===== src/rtl/chunked_adder_if.sv =====
`default_nettype none
`timescale 1ns/1ps
// ============================================================================
// Module      : chunked_adder_if
// Description : Operand / result handshake bundle for chunked_adder.
//               master = operand source + result consumer, slave = adder.
// Revision    : 1.0 - initial release
// ============================================================================
interface chunked_adder_if #(
  parameter int WIDTH = 8
);
  // operand side
  logic             in_valid;
  logic             in_ready;
  logic [WIDTH-1:0] A;
  logic [WIDTH-1:0] B;
  logic             cin;
  logic             sub;

  // result side
  logic             out_valid;
  logic             out_ready;
  logic [WIDTH-1:0] S;
  logic             cout;
  logic             ovf;

  modport master (
    output in_valid, A, B, cin, sub, out_ready,
    input  in_ready, out_valid, S, cout, ovf
  );

  modport slave (
    input  in_valid, A, B, cin, sub, out_ready,
    output in_ready, out_valid, S, cout, ovf
  );
endinterface
`default_nettype wire


===== src/rtl/chunked_adder.sv =====
`default_nettype none
`timescale 1ns/1ps
// ============================================================================
// Module      : chunked_adder
// Description : Multi-cycle WIDTH-bit adder/subtractor. Processes CHUNK bits
//               per clock, rippling the carry through a registered bit.
//               Subtraction is A + ~B + ~cin. Flags signed overflow.
//               WIDTH must be a multiple of CHUNK.
// Revision    : 1.0 - initial release
// ============================================================================
module chunked_adder #(
  parameter int WIDTH = 8,
  parameter int CHUNK = 2
) (
  input  wire logic      clk,
  input  wire logic      rst_n,
  chunked_adder_if.slave bus
);

  localparam int c_NCHUNK = WIDTH / CHUNK;
  localparam int c_CNT_W  = (c_NCHUNK > 1) ? $clog2(c_NCHUNK) : 1;

  typedef enum logic [1:0] {
    S_IDLE = 2'd0,
    S_RUN  = 2'd1,
    S_DONE = 2'd2
  } state_t;

  state_t             r_state;
  state_t             w_state_next;
  logic               w_in_ready;
  logic               w_out_valid;

  logic [WIDTH-1:0]   r_a;
  logic [WIDTH-1:0]   r_b;      // already inverted for subtract
  logic               r_carry;
  logic [c_CNT_W-1:0] r_cnt;
  logic [WIDTH-1:0]   r_s;
  logic               r_cout;
  logic               r_ovf;

  logic [CHUNK-1:0]   w_a_chunk;
  logic [CHUNK-1:0]   w_b_chunk;
  logic [CHUNK:0]     w_sum;
  logic               w_last;
  logic               w_ovf;
  logic               w_accept;

  // State register
  always_ff @(posedge clk) begin
    if (!rst_n) begin
      r_state <= S_IDLE;
    end else begin
      r_state <= w_state_next;
    end
  end

  // Next-state and handshake decode; handshakes depend on state only
  always_comb begin
    w_state_next = r_state;
    w_in_ready   = 1'b0;
    w_out_valid  = 1'b0;
    case (r_state)
      S_IDLE: begin
        w_in_ready = 1'b1;
        if (bus.in_valid) begin
          w_state_next = S_RUN;
        end
      end
      S_RUN: begin
        if (w_last) begin
          w_state_next = S_DONE;
        end
      end
      S_DONE: begin
        w_out_valid = 1'b1;
        if (bus.out_ready) begin
          w_state_next = S_IDLE;
        end
      end
      default: begin
        w_state_next = S_IDLE;
      end
    endcase
  end

  assign w_accept = (r_state == S_IDLE) && bus.in_valid;
  assign w_last   = (r_cnt == c_CNT_W'(c_NCHUNK - 1));

  // Select the operand chunks addressed by the chunk counter
  always_comb begin
    w_a_chunk = '0;
    w_b_chunk = '0;
    for (int k = 0; k < c_NCHUNK; k++) begin
      if (r_cnt == c_CNT_W'(k)) begin
        w_a_chunk = r_a[k*CHUNK +: CHUNK];
        w_b_chunk = r_b[k*CHUNK +: CHUNK];
      end
    end
  end

  assign w_sum = {1'b0, w_a_chunk} + {1'b0, w_b_chunk} + {{CHUNK{1'b0}}, r_carry};

  // Carry-in to the MSB differs from its carry-out exactly when both addend
  // MSBs agree and the sum MSB does not; this form also holds for CHUNK = 1.
  assign w_ovf = (w_a_chunk[CHUNK-1] == w_b_chunk[CHUNK-1]) &&
                 (w_sum[CHUNK-1] != w_a_chunk[CHUNK-1]);

  // Operand capture, per-chunk add with carry ripple, and result flags
  always_ff @(posedge clk) begin
    if (!rst_n) begin
      r_a     <= '0;
      r_b     <= '0;
      r_carry <= 1'b0;
      r_cnt   <= '0;
      r_s     <= '0;
      r_cout  <= 1'b0;
      r_ovf   <= 1'b0;
    end else if (w_accept) begin
      r_a     <= bus.A;
      r_b     <= bus.sub ? ~bus.B : bus.B;
      r_carry <= bus.cin ^ bus.sub;
      r_cnt   <= '0;
    end else if (r_state == S_RUN) begin
      r_carry <= w_sum[CHUNK];
      r_cnt   <= r_cnt + 1'b1;
      for (int k = 0; k < c_NCHUNK; k++) begin
        if (r_cnt == c_CNT_W'(k)) begin
          r_s[k*CHUNK +: CHUNK] <= w_sum[CHUNK-1:0];
        end
      end
      if (w_last) begin
        r_cout <= w_sum[CHUNK];
        r_ovf  <= w_ovf;
      end
    end
  end

  assign bus.in_ready  = w_in_ready;
  assign bus.out_valid = w_out_valid;
  assign bus.S         = r_s;
  assign bus.cout      = r_cout;
  assign bus.ovf       = r_ovf;

endmodule
`default_nettype wire

===== src/flat_wrapper.sv =====
// flat-port wrapper written by rule: the top's interface ports become plain ports
module chunked_adder_flat 
#(
  parameter int WIDTH = 8,
  parameter int CHUNK = 2
)
  (clk, rst_n, bus_in_valid, bus_A, bus_B, bus_cin, bus_sub, bus_out_ready, bus_in_ready, bus_out_valid, bus_S, bus_cout, bus_ovf);
  chunked_adder_if #(.WIDTH(WIDTH)) bus_i ();
  input  wire logic clk;
  input  wire logic rst_n;
  input wire logic [$bits(bus_i.in_valid)-1:0] bus_in_valid;
  input wire logic [$bits(bus_i.A)-1:0] bus_A;
  input wire logic [$bits(bus_i.B)-1:0] bus_B;
  input wire logic [$bits(bus_i.cin)-1:0] bus_cin;
  input wire logic [$bits(bus_i.sub)-1:0] bus_sub;
  input wire logic [$bits(bus_i.out_ready)-1:0] bus_out_ready;
  output wire logic [$bits(bus_i.in_ready)-1:0] bus_in_ready;
  output wire logic [$bits(bus_i.out_valid)-1:0] bus_out_valid;
  output wire logic [$bits(bus_i.S)-1:0] bus_S;
  output wire logic [$bits(bus_i.cout)-1:0] bus_cout;
  output wire logic [$bits(bus_i.ovf)-1:0] bus_ovf;
  assign bus_i.in_valid = bus_in_valid;
  assign bus_i.A = bus_A;
  assign bus_i.B = bus_B;
  assign bus_i.cin = bus_cin;
  assign bus_i.sub = bus_sub;
  assign bus_i.out_ready = bus_out_ready;
  assign bus_in_ready = bus_i.in_ready;
  assign bus_out_valid = bus_i.out_valid;
  assign bus_S = bus_i.S;
  assign bus_cout = bus_i.cout;
  assign bus_ovf = bus_i.ovf;
  chunked_adder #(.WIDTH(WIDTH), .CHUNK(CHUNK)) u_core (.clk(clk), .rst_n(rst_n), .bus(bus_i));
endmodule

===== config.mk =====
export PLATFORM = sky130hd
export DESIGN_NAME = chunked_adder_flat
export DESIGN_NICKNAME = d
export VERILOG_FILES = /design/src/rtl/chunked_adder_if.sv /design/src/rtl/chunked_adder.sv /design/src/flat_wrapper.sv
export SDC_FILE = /design/constraint.sdc
export NUM_CORES = 1
export LEC_CHECK = 0
export CAP_MARGIN = 20
export CORE_ASPECT_RATIO = 1.2
export CORE_MARGIN = 1.5
export CORE_UTILIZATION = 37
export CTS_CLUSTER_SIZE = 24
export DETAILED_ROUTE_END_ITERATION = 16
export GPL_ROUTABILITY_DRIVEN = 0
export GPL_TIMING_DRIVEN = 0
export PLACE_DENSITY = 0.73
export SYNTH_ARGS = -nofsm -noshare
export SYNTH_HDL_FRONTEND = slang
export SYNTH_SLANG_ARGS = --single-unit

===== constraint.sdc =====
create_clock -name clk -period 4.8 [get_ports clk]
set_input_delay 0.96 -clock clk [delete_from_list [all_inputs] [get_ports clk]]
set_output_delay 0.96 -clock clk [all_outputs]
set_load 0.01 [all_outputs]

==> results.md, run 1 <==
* Chip Height at 73.7 um
* Area of the multi-input gates at 815 sq um
* Power share of the sequential group at between 40% and 50%
* I/O Buffers at 32
* Worst setup path class: flop to flop
* Number of DRC markers in iteration 0 at 67
* Core region area at 3970 sq um
* CTS Hold Bufs at 0
* Clk_lat worst skew at around 280 ps
* Most frequent cells in the layout: nand2_1, clkdlybuf4s50_1, dfxtp_1, a21oi_1, nor2_1
* Power density cells at 306 nW/um^2
* Mean post-synth cell area at between 8 and 9 sq um
* Final wirelength at about 3200 um
* WL per Instance at approximately 12 um
* Clock Tree Buf Depth at 2
* Leak at 0.734 nW
* Worst r2r src: u_core.r_cnt[0]
* Slew of the pin with the lowest slew margin at around 530 ps
* DRC at 0
* Internal cell power at around 0.46 mW
* Syn Inst Count at between 150 and 200
* Total CTS buffers at 5
* Nets at approximately 250
* Total power draw at around 0.62 mW
* Fin Setup TNS at 0 ps
* H-tree depth at 2
* Antenna-violating nets left at 0
* Psw at approximately 0.16 mW
* Reg2reg setup slack at 1940 ps
* Initial Util at roughly two fifths
* Initial antenna violation count at 0
* Die X at around 62 um
* Gr usage total at ~16%
* # Post-CTS Setup Buffers at 0
* ANT cells at 0
* Worst-path fanout max at 10
* Area after DPL at between 1500 and 2000 sq um
* Sw Share at between 20% and 30%
* Hold wc startpoint: u_core.bus.S[2]
* Maximum vdd drop at ~0.15 mV
* Worst-path clk slew at ~60 ps
* Clock Sinks at 31
* Vias at approximately 1300
* Fin util at 51.1%
* First-pass GRT wire length at 5350 um
* Placed insts at roughly 270
* Relative slew slack at between 60 and 70%
* WP data required at ~5000 ps
* Comb pwr share at between 10% and 20%
* Final Cycle Share at 59.5%
* Share of total power in the clock network at 36.5%
* Arrival time at the worst endpoint at approximately 3100 ps
* Largest net degree at the start of global routing at 11
* Post-cts sizing count at 0
* IO Pins at 34
* Synth Cell Area at about 1500 sq um
* DR vias/cell at 4.84
* Crit Reg-Reg Endpoint: u_core.bus.ovf
* Critical-path top delay cell: fa_1
* Synthesized Nets at 208
* Skew final at between 2 and 2.5 ps
* CP Capture Type: flop
* CP startpoint kind: flop
* Max Freq at about 350 MHz
* Yosys warns at 0
* Post-route cell area at 2030 sq um
* Seq. cell area at 621 sq um
* Fin. Hold Viols at 0
* # fillers at 426
* Hpwl dp at around 2400 um
* Cell Rows at 25
* Setup violators final at 0
* Seq cells post-synth at 31
* RSZ-0062 raised after global routing: no
* Max Cap Viol at 0
* Crit path time final at between 2000 and 3000 ps
* R2R cell count at 11
* Yosys cell types at 32
* Register area share after synthesis at about two fifths
* Vias in the first global route at 1188
* Layout Cells excl Fill at roughly 270
* Root buf cell: clkbuf_8
* Die area at 4570 sq um
* Status: finished clean
* Hold Path Class: flop to flop
* CTS tree: built
* Hold depth at 2
* First-pass DRT Iterations at 4
* Share of post-route cells with drive strength above 1 at between 10% and 20%
* Slowest stage delay, CP at about 500 ps
* Crit path cell chain: inv_1, ha_1, clkbuf_1, a21oi_1, a21oi_1, o21ai_0, fa_1, inv_1, fa_1, xor2_1, o41ai_2
* Max Slew Vio Count at 0
* Commonest non-fill, non-tap cell in the layout: nand2_1
* GR Overflow Total at 0
* Hold path endpoint: u_core.bus.S[2]
* P&R area growth vs syn at 31.6%
[cells in the mapped netlist, drive strengths merged]
cell     n  area, sq um
a211oi  12          120
a21o     1         7.51
a21oi   24          120
a221oi   1         8.76
a311oi   3         26.3
and2     2         15.0
buf      7         61.3
clkbuf   6         23.8
dfxtp   31          621
fa       2         40.0
ha       5         62.6
inv      6         22.5
mux2i    1         10.0
nand2   34          128
nand2b   1         6.26
nand3    4         20.0
nand3b   3         22.5
nor2    12         47.6
nor2b    5         31.3
nor3     2         10.0
nor3b    1         7.51
o211ai   1         7.51
o21ai    4         20.0
o41ai    1         16.3
xnor2    8         70.1
xor2     2         17.5
[power by group through the flow]
stage | clock [mW] | combinational [mW] | sequential [mW]
after global placement | 0 | 0.114 | 0.286
after global routing | 0.243 | 0.128 | 0.282
final | 0.227 | 0.114 | 0.281
after floorplan | 0 | 0.0748 | 0.286
after detailed placement | 0 | 0.115 | 0.286
after CTS | 0.233 | 0.116 | 0.281
[cell type report]
class                      count  area share, %
multi-input combinational    129           40.1
sequential                    31           30.6
timing repair buffer          32           15.8
clock buffer                   8           4.93
buffer                        13           4.19
tap                           54           3.33
inverter                       6           1.11
[state kept, by name, summed over array words and instances (netlist names)]
register and count:
u_core.r_cnt 2, u_core.r_state 2, u_core.r_carry 1, u_core.r_b 8
u_core.bus.cout 1, u_core.bus.S 8, u_core.bus.ovf 1, u_core.r_a 8
[worst max path at each step]
stage | depth (start not counted) | slack [ps] | from | end
after floorplan | 12 | 2290 | u_core.r_cnt[1] | u_core.bus.ovf
after global placement | 11 | 1990 | u_core.r_cnt[0] | u_core.bus.ovf
after detailed placement | 11 | 1930 | u_core.r_cnt[0] | u_core.bus.ovf
after CTS | 11 | 1930 | u_core.r_cnt[0] | u_core.bus.ovf
after global routing | 11 | 1730 | u_core.r_cnt[0] | u_core.bus.ovf
final | 11 | 1940 | u_core.r_cnt[0] | u_core.bus.ovf
[cells by family (layout without fill, tap and decap cells)]
logic type	count (synthesis)	count (layout)	synth area share, %
flip-flops	31	31	40.2
buffers and inverters	19	59	6.97
AO/OA/AOI/OAI	47	47	21.2
adder cells (fa/ha/maj)	7	7	6.65
XOR/XNOR	10	10	5.68
AND/OR/NAND/NOR	64	64	18.7
multiplexers	1	1	0.649
[metal layers]
layer	vias up	routed length (um)	global-route usage (%)	share of wire, %
li1	680	-	-	-
met5	-	0	0	0
met2	28	1530	25.1	48
met4	0	63	7.09	2.0
met1	606	1470	19.7	46
met3	6	130	4.75	4.1
[metrics by stage]
step           setup slack, ps  hold slack, ps
2_1_floorplan             2290             436
3_3_place_gp              1990             443
3_5_place_dp              1930             450
4_1_cts                   1930             459
5_1_grt                   1730             474
6_report                  1940             458
[critical path: cells and delay by family (launching register included)]
family                     cells  cell delay, ps
AOI/OAI and AO/OA              4             530
xor gates and xnor gates       1             210
buffers and inverters          3             560
DFF                            1             340
adders and majority gates      3            1110
Power figures use the tool's default switching activity.
==> run 2: changes to the inputs <==
--- a/config.mk
+++ b/config.mk
@@ -13,7 +13,7 @@
 export DETAILED_ROUTE_END_ITERATION = 16
 export GPL_ROUTABILITY_DRIVEN = 0
 export GPL_TIMING_DRIVEN = 0
-export PLACE_DENSITY = 0.73
+export PLACE_DENSITY = 0.75
 export SYNTH_ARGS = -nofsm -noshare
 export SYNTH_HDL_FRONTEND = slang
 export SYNTH_SLANG_ARGS = --single-unit
==> constraint.sdc (replaced) <==
create_clock -name clk -period 2.6 [get_ports clk]
set_input_delay 0.52 -clock clk [delete_from_list [all_inputs] [get_ports clk]]
set_output_delay 0.52 -clock clk [all_outputs]
set_load 0.01 [all_outputs]
==> results.md, run 2 (same netlist as run 1, synthesis figures left out) <==
* Hpwl dp at roughly 2300 um
* Largest net degree at the start of global routing at 11
* Fin util at a little over half
* Gr usage total at 15.8%
* Chip Height at roughly 74 um
* Post-route cell area at between 2000 and 2500 sq um
* Area of the multi-input gates at between 800 and 900 sq um
* GR Overflow Total at 0
* Relative slew slack at between 60% and 70%
* Share of total power in the clock network at 35.4%
* Worst-path clk slew at ~70 ps
* First-pass DRT Iterations at 4
* Max Cap Viol at 0
* Vias in the first global route at about 1200
* Commonest non-fill, non-tap cell in the layout: nand2_1
* Core region area at around 4000 sq um
* IO Pins at 34
* DRC at 0
* Internal cell power at just under 0.9 mW
* Fin Setup TNS at 0 ps
* Fin. Hold Viols at 0
* ANT cells at 0
* # fillers at a little under 400
* Die area at about 4600 sq um
* Crit path time final at between 2000 and 3000 ps
* Arrival time at the worst endpoint at 2770 ps
* Initial antenna violation count at 0
* Leak at roughly 0.78 nW
* Slew of the pin with the lowest slew margin at between 500 and 600 ps
* Power density cells at 551 nW/um^2
* Skew final at between 10 and 15 ps
* Number of DRC markers in iteration 0 at 75
* CP startpoint kind: flop
* Psw at approximately 0.31 mW
* Initial Util at 38.8%
* Clock Sinks at 31
* First-pass GRT wire length at between 5000 and 6000 um
* H-tree depth at 2
* Total power draw at between 1 and 1.5 mW
* Seq. cell area at between 600 and 700 sq um
* Worst-path fanout max at 7
* Most frequent cells in the layout: nand2_1, clkdlybuf4s50_1, dfxtp_1, a21oi_1, nor2_1
* WL per Instance at 11.8 um
* Clk_lat worst skew at 290 ps
* I/O Buffers at 32
* Comb pwr share at a little over a fifth
* WP data required at between 2000 and 3000 ps
* Hold Path Class: flop to flop
* Antenna-violating nets left at 0
* Maximum vdd drop at 0.273 mV
* DR vias/cell at 4.75
* CTS tree: built
* Final Cycle Share at 98.9%
* Root buf cell: clkbuf_8
* Worst setup path class: flop to flop
* Max Slew Vio Count at 0
* RSZ-0062 raised after global routing: yes
* Share of post-route cells with drive strength above 1 at between 20 and 25%
* Max Freq at around 390 MHz
* Nets at between 200 and 300
* Total CTS buffers at 5
* Final wirelength at approximately 3300 um
* Setup violators final at 0
* CP Capture Type: flop
* Sw Share at between 20% and 30%
* Die X at between 60 and 70 um
* Status: finished clean
* P&R area growth vs syn at 39.3%
* Cell Rows at 25
* Clock Tree Buf Depth at 2
* Vias at between 1000 and 1500
* Power share of the sequential group at 43.8%
* Area after DPL at approximately 1900 sq um
## run 2: cell types whose count changed in the layout (fill, tap and decap cells not counted), sizes merged
cell,previous run,this run
buf,7,12
## run 2: worst paths after layout
check                                      from             end  slack, ps  cells past startpoint
worst max register to register  u_core.r_cnt[0]  u_core.bus.ovf         30                     12
worst max-delay path            u_core.r_cnt[0]  u_core.bus.ovf         30                     12
worst min register to register    u_core.r_a[4]   u_core.r_a[4]        460                      2
worst min-delay path              u_core.r_a[4]   u_core.r_a[4]        460                      2
## run 2: what timing repair did
action                     in CTS  in global routing
setup endpoints to repair       5                  2
pin swaps                       1                  6
gates resized for setup        11                 20
setup buffers                   1                  4
hold buffers                    0                  0
## run 2: critical path, cell delays in order, from the launching register on
cell and delay, ps:
dfxtp_4 390, inv_4 50, ha_4 150, buf_6 130
nand3b_1 90, a21oi_2 60, a21oi_2 120, o21ai_2 90
fa_2 380, inv_2 60, fa_2 460, xor2_2 160
o41ai_2 320
## run 2: through the flow
step | cells | hold WS [ps] | setup WS, ps
detailed placement | 265 | 452 | -256
CTS | 274 | 461 | 33.4
finish | 278 | 458 | 27.9
global route | 278 | 482 | -85.0
floorplan | 179 | 436 | 93.7
global placement | 265 | 444 | -202
## run 2: final cells by class
type,instances,area share (%)
inverter,6,1.28
sequential,31,29.2
buffer,13,4.83
clock buffer,8,4.66
tap,54,3.15
multi-input combinational,129,40.3
timing repair buffer,37,16.5
## run 2: layer usage
layer	vias to the layer above	share of wire, %	GRT usage, %
met3	6	4.6	4.75
met4	0	1.8	7.09
li1	692	-	-
met1	592	47	19.7
met2	31	47	24.7
met5	-	0	0
## run 2: power groups by stage
stage               combinational, mW  sequential (mW)  clock, mW
floorplan                       0.138            0.527          0
global placement                0.210            0.528          0
detailed placement              0.212            0.529          0
CTS                             0.225            0.519      0.425
global route                    0.273            0.522      0.442
finish                          0.246            0.519      0.418
==> run 3: changes to the inputs <==
--- a/config.mk
+++ b/config.mk
@@ -8,12 +8,10 @@
 export CAP_MARGIN = 20
 export CORE_ASPECT_RATIO = 1.2
 export CORE_MARGIN = 1.5
-export CORE_UTILIZATION = 37
+export CORE_UTILIZATION = 45
 export CTS_CLUSTER_SIZE = 24
 export DETAILED_ROUTE_END_ITERATION = 16
-export GPL_ROUTABILITY_DRIVEN = 0
-export GPL_TIMING_DRIVEN = 0
-export PLACE_DENSITY = 0.75
+export PLACE_DENSITY = 0.86
 export SYNTH_ARGS = -nofsm -noshare
 export SYNTH_HDL_FRONTEND = slang
 export SYNTH_SLANG_ARGS = --single-unit
==> results.md, run 3 (same netlist as run 1, synthesis figures left out) <==
* IO Pins at 34
* Layer carrying the most global-route usage: met2
* First-pass GRT wire length at approximately 4700 um
* Cell family with most CP delay: adder cells
* Seq. cell area at around 630 sq um
* # fillers at approximately 270
* Chip Height at roughly 67 um
* Layout Cells excl Fill at 250
* GR Overflow Total at 0
* Status: finished clean
* Initial Util at a little under half
* Arrival time at the worst endpoint at 2580 ps
* Setup violators final at 0
* Commonest non-fill, non-tap cell in the layout: nand2_1
* Share of post-route cells with drive strength above 1 at about 15%
* Max Slew Vio Count at 0
* Die area at approximately 3800 sq um
* DR vias/cell at between 5 and 6
* Routing usage on met3 at 6.51%
* Core region area at approximately 3300 sq um
* Nets at 243
* Maximum vdd drop at 0.436 mV
* Power density cells at between 500 and 600 nW/um^2
* Leak at roughly 0.72 nW
* Crit path buf inv count at 2
* Met1 Use GR at a little under a fifth
* Clock Sinks at 31
* ANT cells at 0
* WL per Instance at between 10 and 15 um
* CTS tree: built
* Vias in the first global route at ~1100
* Total CTS buffers at 5
* Fin Hold WS at 452 ps
* Met2 usage at ~28%
* Gr usage total at 16.6%
* Area after DPL at between 1500 and 2000 sq um
* Initial antenna violation count at 0
* Hpwl dp at around 2200 um
* CP Capture Type: flop
* Vias at about 1300
* Root buf cell: clkbuf_8
* Skew final at between 6 and 7 ps
* Hold Path Class: flop to flop
* Die X at around 56 um
* Cell Rows at 23
* Worst setup path class: flop to flop
* CP startpoint kind: flop
* Worst-path fanout max at 8
* I/O Buffers at 33
* First-pass DRT Iterations at 4
* P&R area growth vs syn at 29.9%
* Fin Setup TNS at 0 ps
* Placed insts at ~240
* Worst-path clk slew at roughly 60 ps
* Clock Tree Buf Depth at 2
* Fin. Hold Viols at 0
* Crit path cell chain: inv_2, ha_4, nand3b_1, a21oi_1, a21oi_1, o21ai_1, fa_2, inv_1, fa_2, xor2_1, o41ai_2
* Number of DRC markers in iteration 0 at 24
* Crit path time final at roughly 2400 ps
* Final Wtd Congestion at roughly 0.78
* Slowest stage delay, CP at around 590 ps
* Critical-path top delay cell: fa_2
* Post-route cell area at between 2000 and 2500 sq um
* DRC at 0
* Area of the multi-input gates at 847 sq um
* Clk_lat worst skew at around 280 ps
* H-tree depth at 2
* Relative slew slack at between 60% and 70%
* CTS Hold Bufs at 0
* Final wirelength at between 2000 and 3000 um
* WP data required at about 2800 ps
* Largest net degree at the start of global routing at 26
* Max Cap Viol at 0
* Slew of the pin with the lowest slew margin at 517 ps
* Most frequent cells in the layout: nand2_1, clkdlybuf4s50_1, dfxtp_1, a21oi_1, nor2_1
* Final Cycle Share at between 90% and 100%
* Antenna-violating nets left at 0
* Max Freq at between 400 and 500 MHz
run 3: cell count changes in the layout (fill, tap and decap cells not counted), moves of 2 or more:
cell      before  now
inv_4          2    0
buf_6          6    0
buf_4          6    8
a21oi_2        2    0
clkbuf_1       4    1
a21oi_1       22   24
clkbuf_2       3    0
clkbuf_8       7    5
run 3: through the flow:
stage | utilization, % | power [mW] | worst slack, ps
finish | 60.6 | 1.07 | 168
floorplan | - | 0.666 | 93.7
detailed placement | 56.8 | 0.733 | -37.5
global placement | 56.8 | 0.727 | 73.9
CTS | 59.1 | 1.07 | 4.25
global route | 60.6 | 1.13 | -12.5
run 3: final timing paths:
path	start	slack, ps	endpoint	depth (start not counted)
worst min register to register	u_core.bus.S[6]	450	u_core.bus.S[6]	2
worst max-delay path	u_core.r_cnt[1]	170	u_core.bus.ovf	11
worst max register to register	u_core.r_cnt[1]	170	u_core.bus.ovf	11
worst min-delay path	u_core.bus.S[6]	450	u_core.bus.S[6]	2
run 3: power by group:
group | switching [mW] | internal (mW)
clock | 0.155 | 0.178
sequential | 0.0193 | 0.503
combinational | 0.103 | 0.112
run 3: what timing repair did:
action | in CTS | in global routing
buffers inserted | 0 | 2
resized for setup | 1 | 13
pin swaps | 0 | 3
setup endpoints to repair | 1 | 4
hold endpoints to repair | 0 | 0
run 3: final cells by class:
| type | count | area share, % |
|---|---|---|
| Clock buffer | 6 | 3.62 |
| Multi-Input combinational cell | 129 | 42.3 |
| Timing Repair Buffer | 41 | 19.5 |
| Inverter | 6 | 1.12 |
| Sequential cell | 31 | 31.2 |
| Tap cell | 37 | 2.31 |
run 3: tightest hold or removal path, delay by kind of cell (launching register included):
kind               cells  cell delay (ps)
AOI/OAI and AO/OA      1               50
DFF                    1              310
and+or+nand+nor        1               50
run 3: per-layer routing:
layer	share of wire (%)	vias up
met5	0	-
met4	2.4	0
met3	4.6	7
met2	50	32
met1	43	572
li1	-	676
